$ cat config.mk
export PLATFORM = sky130hd
export DESIGN_NAME = tpu_host_sequencer
export DESIGN_NICKNAME = d
export VERILOG_FILES = /design/src/rtl/tpu_host_sequencer.sv
export SDC_FILE = /design/constraint.sdc
export NUM_CORES = 1
export LEC_CHECK = 0
export ABC_CLOCK_PERIOD_IN_PS = 4750
export BUFFER_PORTS_ARGS = -buffer_cell sky130_fd_sc_hd__buf_4
export CAP_MARGIN = 20
export CORE_MARGIN = 2
export CORE_UTILIZATION = 48
export DETAILED_ROUTE_END_ITERATION = 10
export GPL_ROUTABILITY_DRIVEN = 0
export PLACE_DENSITY = 0.81
export SKIP_LAST_GASP = 1
export SLEW_MARGIN = 20
export SYNTH_ARGS = -nofsm -noshare
export SYNTH_HDL_FRONTEND = slang
export SYNTH_SLANG_ARGS = --single-unit
$ cat constraint.sdc
create_clock -name clk -period 4.75 [get_ports clk]
set_input_delay 0.2375 -clock clk [delete_from_list [all_inputs] [get_ports clk]]
set_output_delay 0.2375 -clock clk [all_outputs]
set_load 0.1 [all_outputs]
$ cat src/rtl/tpu_host_sequencer.sv
// tpu_host_sequencer: Avalon-MM master that runs one TPU matrix-multiply job end to end.
// Loads weights and inputs from src, issues the control writes, polls status after each
// phase and streams result words to dst through a one-entry holding register.
// Optional feature: define TPU_HOST_TIMEOUT_EN to bound each polling phase at POLL_LIMIT
// status reads; without it polling is unbounded and error is tied low.
module tpu_host_sequencer #(
    parameter int unsigned READ_LATENCY = 1,
    parameter int unsigned POLL_LIMIT   = 4096
) (
    input  logic        clk,
    input  logic        reset,
    input  logic        start,
    input  logic [7:0]  weight_base,
    input  logic [7:0]  input_base,
    input  logic [7:0]  output_base,
    input  logic [8:0]  num_weight,
    input  logic [8:0]  num_input,
    input  logic [8:0]  num_output,
    input  logic        src_valid,
    output logic        src_ready,
    input  logic [63:0] src_data,
    output logic        dst_valid,
    input  logic        dst_ready,
    output logic [63:0] dst_data,
    output logic [9:0]  master_address,
    output logic        master_read,
    output logic        master_write,
    output logic [63:0] master_writedata,
    output logic [7:0]  master_byteenable,
    input  logic [63:0] master_readdata,
    input  logic        master_waitrequest,
    output logic        busy,
    output logic        done,
    output logic        error
);

    typedef enum logic [3:0] {
        StIdle, StLoadW, StLoadI, StCtrlRst, StFill, StPollFill, StDrain,
        StPollDrain, StMul, StPollMul, StReadOut, StFin
    } state_e;

    localparam logic [7:0] LatInit = 8'(READ_LATENCY);

    state_e      state_q, state_d, poll_next;
    logic [7:0]  wbase_q, wbase_d, ibase_q, ibase_d, obase_q, obase_d;
    logic [8:0]  nw_q, nw_d, ni_q, ni_d, no_q, no_d;
    logic [8:0]  idx_q, idx_d;
    logic        rd_pend_q, rd_pend_d;
    logic [7:0]  lat_q, lat_d;
    logic [63:0] hold_q, hold_d;
    logic        hold_vld_q, hold_vld_d;
    logic        rsp, poll_hit, rd_req, wr_req, src_rdy;
    logic [9:0]  addr;
    logic [63:0] wdata;
`ifdef TPU_HOST_TIMEOUT_EN
    logic        err_q, err_d;
    logic [31:0] poll_cnt_q, poll_cnt_d;
`endif

    // Next-state logic: job sequencing, bus requests and read-response tracking.
    always_comb begin
        state_d    = state_q;
        wbase_d    = wbase_q;
        ibase_d    = ibase_q;
        obase_d    = obase_q;
        nw_d       = nw_q;
        ni_d       = ni_q;
        no_d       = no_q;
        idx_d      = idx_q;
        rd_pend_d  = rd_pend_q;
        lat_d      = lat_q;
        hold_d     = hold_q;
        hold_vld_d = hold_vld_q;
`ifdef TPU_HOST_TIMEOUT_EN
        err_d      = err_q;
        poll_cnt_d = poll_cnt_q;
`endif
        rd_req  = 1'b0;
        wr_req  = 1'b0;
        src_rdy = 1'b0;
        addr    = '0;
        wdata   = '0;

        // Response data is valid READ_LATENCY cycles after the read was accepted.
        rsp = rd_pend_q && (lat_q == 8'd1);
        if (rd_pend_q) begin
            lat_d = lat_q - 8'd1;
            if (rsp) rd_pend_d = 1'b0;
        end

        poll_hit  = master_readdata[2];
        poll_next = StReadOut;
        if (state_q == StPollFill) begin
            poll_hit  = master_readdata[0];
            poll_next = StDrain;
        end else if (state_q == StPollDrain) begin
            poll_hit  = master_readdata[1];
            poll_next = StMul;
        end

        unique case (state_q)
            StIdle: begin
                if (start) begin
                    wbase_d = weight_base;
                    ibase_d = input_base;
                    obase_d = output_base;
                    nw_d    = num_weight;
                    ni_d    = num_input;
                    no_d    = num_output;
                    idx_d   = '0;
                    state_d = StLoadW;
`ifdef TPU_HOST_TIMEOUT_EN
                    err_d      = 1'b0;
                    poll_cnt_d = '0;
`endif
                end
            end
            StLoadW, StLoadI: begin
                if ((state_q == StLoadW ? nw_q : ni_q) == 9'd0) begin
                    state_d = (state_q == StLoadW) ? StLoadI : StCtrlRst;
                end else begin
                    src_rdy = !master_waitrequest;
                    wr_req  = src_valid;
                    wdata   = src_data;
                    addr    = (state_q == StLoadW) ? {2'b10, wbase_q + idx_q[7:0]}
                                                   : {2'b01, ibase_q + idx_q[7:0]};
                    if (src_valid && !master_waitrequest) begin
                        if (idx_q == (state_q == StLoadW ? nw_q : ni_q) - 9'd1) begin
                            idx_d   = '0;
                            state_d = (state_q == StLoadW) ? StLoadI : StCtrlRst;
                        end else begin
                            idx_d = idx_q + 9'd1;
                        end
                    end
                end
            end
            StCtrlRst, StFill, StDrain, StMul: begin
                wr_req = 1'b1;
                if (state_q == StCtrlRst)   wdata = 64'hF;
                else if (state_q == StFill) wdata = {44'd0, wbase_q, 4'h1};
                else if (state_q == StDrain) wdata = 64'h2;
                else                        wdata = {44'd0, obase_q, ibase_q, 4'h3};
                if (!master_waitrequest) begin
                    if (state_q == StCtrlRst)   state_d = StFill;
                    else if (state_q == StFill) state_d = StPollFill;
                    else if (state_q == StDrain) state_d = StPollDrain;
                    else                        state_d = StPollMul;
                end
            end
            StPollFill, StPollDrain, StPollMul: begin
                if (!rd_pend_q) begin
                    rd_req = 1'b1;
                    if (!master_waitrequest) begin
                        rd_pend_d = 1'b1;
                        lat_d     = LatInit;
`ifdef TPU_HOST_TIMEOUT_EN
                        poll_cnt_d = poll_cnt_q + 32'd1;
`endif
                    end
                end else if (rsp) begin
                    if (poll_hit) begin
                        state_d = poll_next;
`ifdef TPU_HOST_TIMEOUT_EN
                        poll_cnt_d = '0;
`endif
                    end
`ifdef TPU_HOST_TIMEOUT_EN
                    else if (poll_cnt_q >= POLL_LIMIT) begin
                        err_d   = 1'b1;
                        state_d = StFin;
                    end
`endif
                end
            end
            StReadOut: begin
                if (no_q == 9'd0) begin
                    state_d = StFin;
                end else begin
                    // Only read when the holding register is free and nothing is in flight.
                    if (!rd_pend_q && !hold_vld_q && idx_q != no_q) begin
                        rd_req = 1'b1;
                        addr   = {2'b11, obase_q + idx_q[7:0]};
                        if (!master_waitrequest) begin
                            rd_pend_d = 1'b1;
                            lat_d     = LatInit;
                            idx_d     = idx_q + 9'd1;
                        end
                    end
                    if (rsp) begin
                        hold_d     = master_readdata;
                        hold_vld_d = 1'b1;
                    end
                    if (hold_vld_q && dst_ready) begin
                        hold_vld_d = 1'b0;
                        if (idx_q == no_q) state_d = StFin;
                    end
                end
            end
            StFin: begin
                idx_d   = '0;
                state_d = StIdle;
            end
            default: state_d = StIdle;
        endcase
    end

    // State register with synchronous reset.
    always_ff @(posedge clk) begin
        if (reset) begin
            state_q    <= StIdle;
            wbase_q    <= '0;
            ibase_q    <= '0;
            obase_q    <= '0;
            nw_q       <= '0;
            ni_q       <= '0;
            no_q       <= '0;
            idx_q      <= '0;
            rd_pend_q  <= 1'b0;
            lat_q      <= '0;
            hold_q     <= '0;
            hold_vld_q <= 1'b0;
`ifdef TPU_HOST_TIMEOUT_EN
            err_q      <= 1'b0;
            poll_cnt_q <= '0;
`endif
        end else begin
            state_q    <= state_d;
            wbase_q    <= wbase_d;
            ibase_q    <= ibase_d;
            obase_q    <= obase_d;
            nw_q       <= nw_d;
            ni_q       <= ni_d;
            no_q       <= no_d;
            idx_q      <= idx_d;
            rd_pend_q  <= rd_pend_d;
            lat_q      <= lat_d;
            hold_q     <= hold_d;
            hold_vld_q <= hold_vld_d;
`ifdef TPU_HOST_TIMEOUT_EN
            err_q      <= err_d;
            poll_cnt_q <= poll_cnt_d;
`endif
        end
    end

    // Outputs; reset kills bus requests at once, overriding the waitrequest hold.
    always_comb begin
        master_read       = rd_req && !reset;
        master_write      = wr_req && !reset;
        src_ready         = src_rdy && !reset;
        master_address    = addr;
        master_writedata  = wdata;
        master_byteenable = (master_read || master_write) ? 8'hFF : 8'h00;
        dst_valid         = hold_vld_q;
        dst_data          = hold_q;
        busy              = (state_q != StIdle) && (state_q != StFin);
        done              = (state_q == StFin);
`ifdef TPU_HOST_TIMEOUT_EN
        error             = err_q;
`else
        error             = 1'b0;
`endif
    end

endmodule

==> out/metrics.cfg <==
[synth]
postSynthRegisterBits=138
synth_cell_type_count=60
synth_edf_count=0
synth.net_count=1241
synth_warnings=0
postSynthAreaPerCell_um2=7.35
synthCells=1036
ys_async_sr_fraction_pct=0
synth_compound_gate_area_share_pct=18.8
ys_top_cells_by_area=dfxtp_1 (36%), nand2_1 (14%), a21oi_1 (9.5%), and3_1 (4.1%), clkbuf_1 (3.3%)
netlist_area_um2=7620
yosys.area.top_type=dfxtp_1
synth_top_area_share_pct=36.3
synthAdderAreaFrac_pct=3.48
yosysSeqAreaShare_pct=36.3
synth_mux_area_share_pct=1.91
synth_top_family_by_area=simple AND/OR/NAND/NOR gates
synth_xor_area_share_pct=5.17
synth_ff_type=dfxtp_1
yosys.area_share.simple_pct=28.9

[global_route]
track_usage_pct=29.5
grt_overflow=0
grt_pass1_wl_um=39100
antenna_found_initial=2
grt_max_degree=91
grt_pass1_vias=7689

[final_layout]
final_layout_size_suffix_gt1_share_pct=30.0
nNetsFinal=1521
layout_commonest_cell=buf_4
stdcell_count=1546
layout_common_cells=buf_4 (345), nand2_1 (291), a21oi_1 (144), dfxtp_1 (138), and3_1 (50)
fillCellCount=1384
syn_to_final_growth_pct=41.3

[sta]
fin_crit_sh_pct=92.5
max_freq_mhz=228
finalSetupViolCount=0
drv_slew=0
clock-skew-final_ps=7.37
finalHoldViolCount=0
grt_setup_unrepaired=no
tns_ps=0
fin_crit_ps=4390
slew_headroom_pct=36.2
worst_pin_slew_ps=956

[worst_setup_path]
path_buf_inv=2
cp_max_fo=50
worst_setup_path_start_kind=flop
worstReg2RegStart=state_q[1]$_SDFFE_PP0P_
path_common_cell=buf_4
r2r_slack_ps=920
worst_path_max_delay_cell=dfxtp_1
cp.required_ps=4510
crit_path_max_incr_delay_ps=520
cpLargestDelayFamily=simple AND/OR/NAND/NOR gates
end_kind=output port
r2r_cells=10
setup.worst_path.class=flop to output port
reg2reg_to=idx_q[3]$_SDFFE_PP0P_
crit_arrival_ps=4160
crit_chain=nor4b_4 -> mux2i_1 -> ha_1 -> nand2b_1 -> or4b_4 -> o22a_1 -> buf_4 -> nand2_1 -> o22ai_1 -> buf_4

[drt]
wirelength_um=25700
dr.first_iter.drc_count=563
vias=8458
drtAntennaViolNets=0
drc=0
wl_per_cell_um=16.6
firstDrtPassIters=5
vias_per_cell=5.47

[min_path]
hp-class=input port to flop
worstHoldStart=master_readdata[29]
holdPathStages=3
hold_end=dst_data[29]$_SDFFE_PP0P_

[clock_tree]
clkTransAtPathRegs_ps=60
cts-buffers-inserted=17
clk_path_buf_depth=2
htree_levels=4
ctsRootBufferMaster=clkbuf_16
cts_sinks=138
holdBufCountCts=0
clock_latency_ps=420
cts_tree=yes

[power]
ir_drop_v=0.000418
leakagePower_nw=4.76
finalPower_mw=6.66
power_density_nw_per_um2=618

[placed_design]
dp_cells=1513
portBuffers=336
hpwl_um=19000

[die]
die_h_um=130
fp.dieW_um=130
dieArea_um2=16900
coreArea_um2=15700
start_util_pct=48.5
rows=46
io_pins=338

[outcome]
status=complete, no violations

[run]
cap_violations=0

registers in the layout (all words and copies together), names as in the netlist:
signal and flops:
dst_valid 1, idx_q 9, no_q 9, lat_q 8, rd_pend_q 1, ibase_q 8, wbase_q 8, state_q 4
dst_data 64, ni_q 9, nw_q 9, obase_q 8
per-stage QoR:
stage	util (%)	hold WS, ps	cell area [um2]	setup slack [ps]
final	68.5	60.3	10800	355
after global routing	68.5	46.1	10800	100
after CTS	68.4	46.3	10700	81.9
after detailed placement	64.6	447	10100	562
after global placement	64.6	442	10100	719
after floorplan	-	373	7630	11.6
where the power goes:
part           total, mW  switching, mW  internal, mW
registers           1.39          0.131          1.26
clock network       1.32          0.521         0.804
logic               3.94           2.99         0.953
cell usage after synthesis (3+ instances only):
library cell  instances
a211oi_1             14
a21o_1                5
a21oi_1             145
a22o_1                7
a22oi_1              10
and2_1                4
and3_1               50
buf_1                 6
buf_4                 8
clkbuf_1             67
dfxtp_1             138
ha_1                 18
inv_1                16
mux2_2                4
mux2i_1              10
nand2_1             291
nand2b_1             19
nand3_1              16
nand3b_1              3
nand4_1              11
nor2_1               29
nor2b_1              12
nor3_1                9
nor3b_1               3
nor4_1               10
o21ai_0              19
o21ai_1               7
o21bai_1              7
o22ai_1               9
or2_2                 4
or4_1                 5
xnor2_1              26
xor2_1               19
worst reg2reg max path, cell delays in order, from the launching register on:
cell,delay (ps)
dfxtp_1,520
nor4b_4,460
mux2i_1,340
ha_1,380
nand2b_1,150
or4b_4,530
a2bb2oi_1,210
nor2_1,90
o311a_1,360
o31ai_4,480
a211oi_1,140
area by class of cell:
class                      count  area [um2]  share of cell area [%]
multi-input combinational    798        4480                    41.7
sequential                   138        2760                    25.7
timing repair buffer         345        2590                    24.1
clock buffer                  19         453                    4.21
tap                          216         270                    2.51
clock inverter                12         141                    1.31
inverter                      16        60.1                   0.558
antenna                        2        5.00                  0.0465
layer usage:
layer	share of wire, %	track usage, %
met5	0	0
met3	9.0	9.14
met4	3.9	16.0
met2	49	49.7
met1	39	33.5
cell families (layout without fill, tap and decap cells):
| logic type | Yosys count | after routing |
|---|---|---|
| AND/OR/NAND/NOR | 475 | 475 |
| AO/OA/AOI/OAI | 243 | 243 |
| flip-flops | 138 | 138 |
| buffers and inverters | 100 | 392 |
| XOR/XNOR | 45 | 45 |
| adder cells (fa/ha/maj) | 20 | 20 |
| multiplexers | 14 | 14 |
| other | 1 | 3 |
repair_timing:
action	4_1_cts	5_1_grt
setup buffers	0	0
resized for setup	0	2
setup endpoints to repair	0	9
worst max-delay path by stage:
stage | end | slack (ps) | cells past startpoint | from
2_1_floorplan | master_byteenable[1] | 10 | 15 | state_q[1]$_SDFFE_PP0P_
3_3_place_gp | master_byteenable[0] | 720 | 10 | state_q[1]$_SDFFE_PP0P_
3_5_place_dp | master_byteenable[0] | 560 | 10 | state_q[1]$_SDFFE_PP0P_
4_1_cts | master_byteenable[0] | 80 | 10 | state_q[1]$_SDFFE_PP0P_
5_1_grt | master_address[5] | 100 | 10 | state_q[1]$_SDFFE_PP0P_
6_report | master_address[5] | 360 | 10 | state_q[1]$_SDFFE_PP0P_
Power figures use the tool's default switching activity.
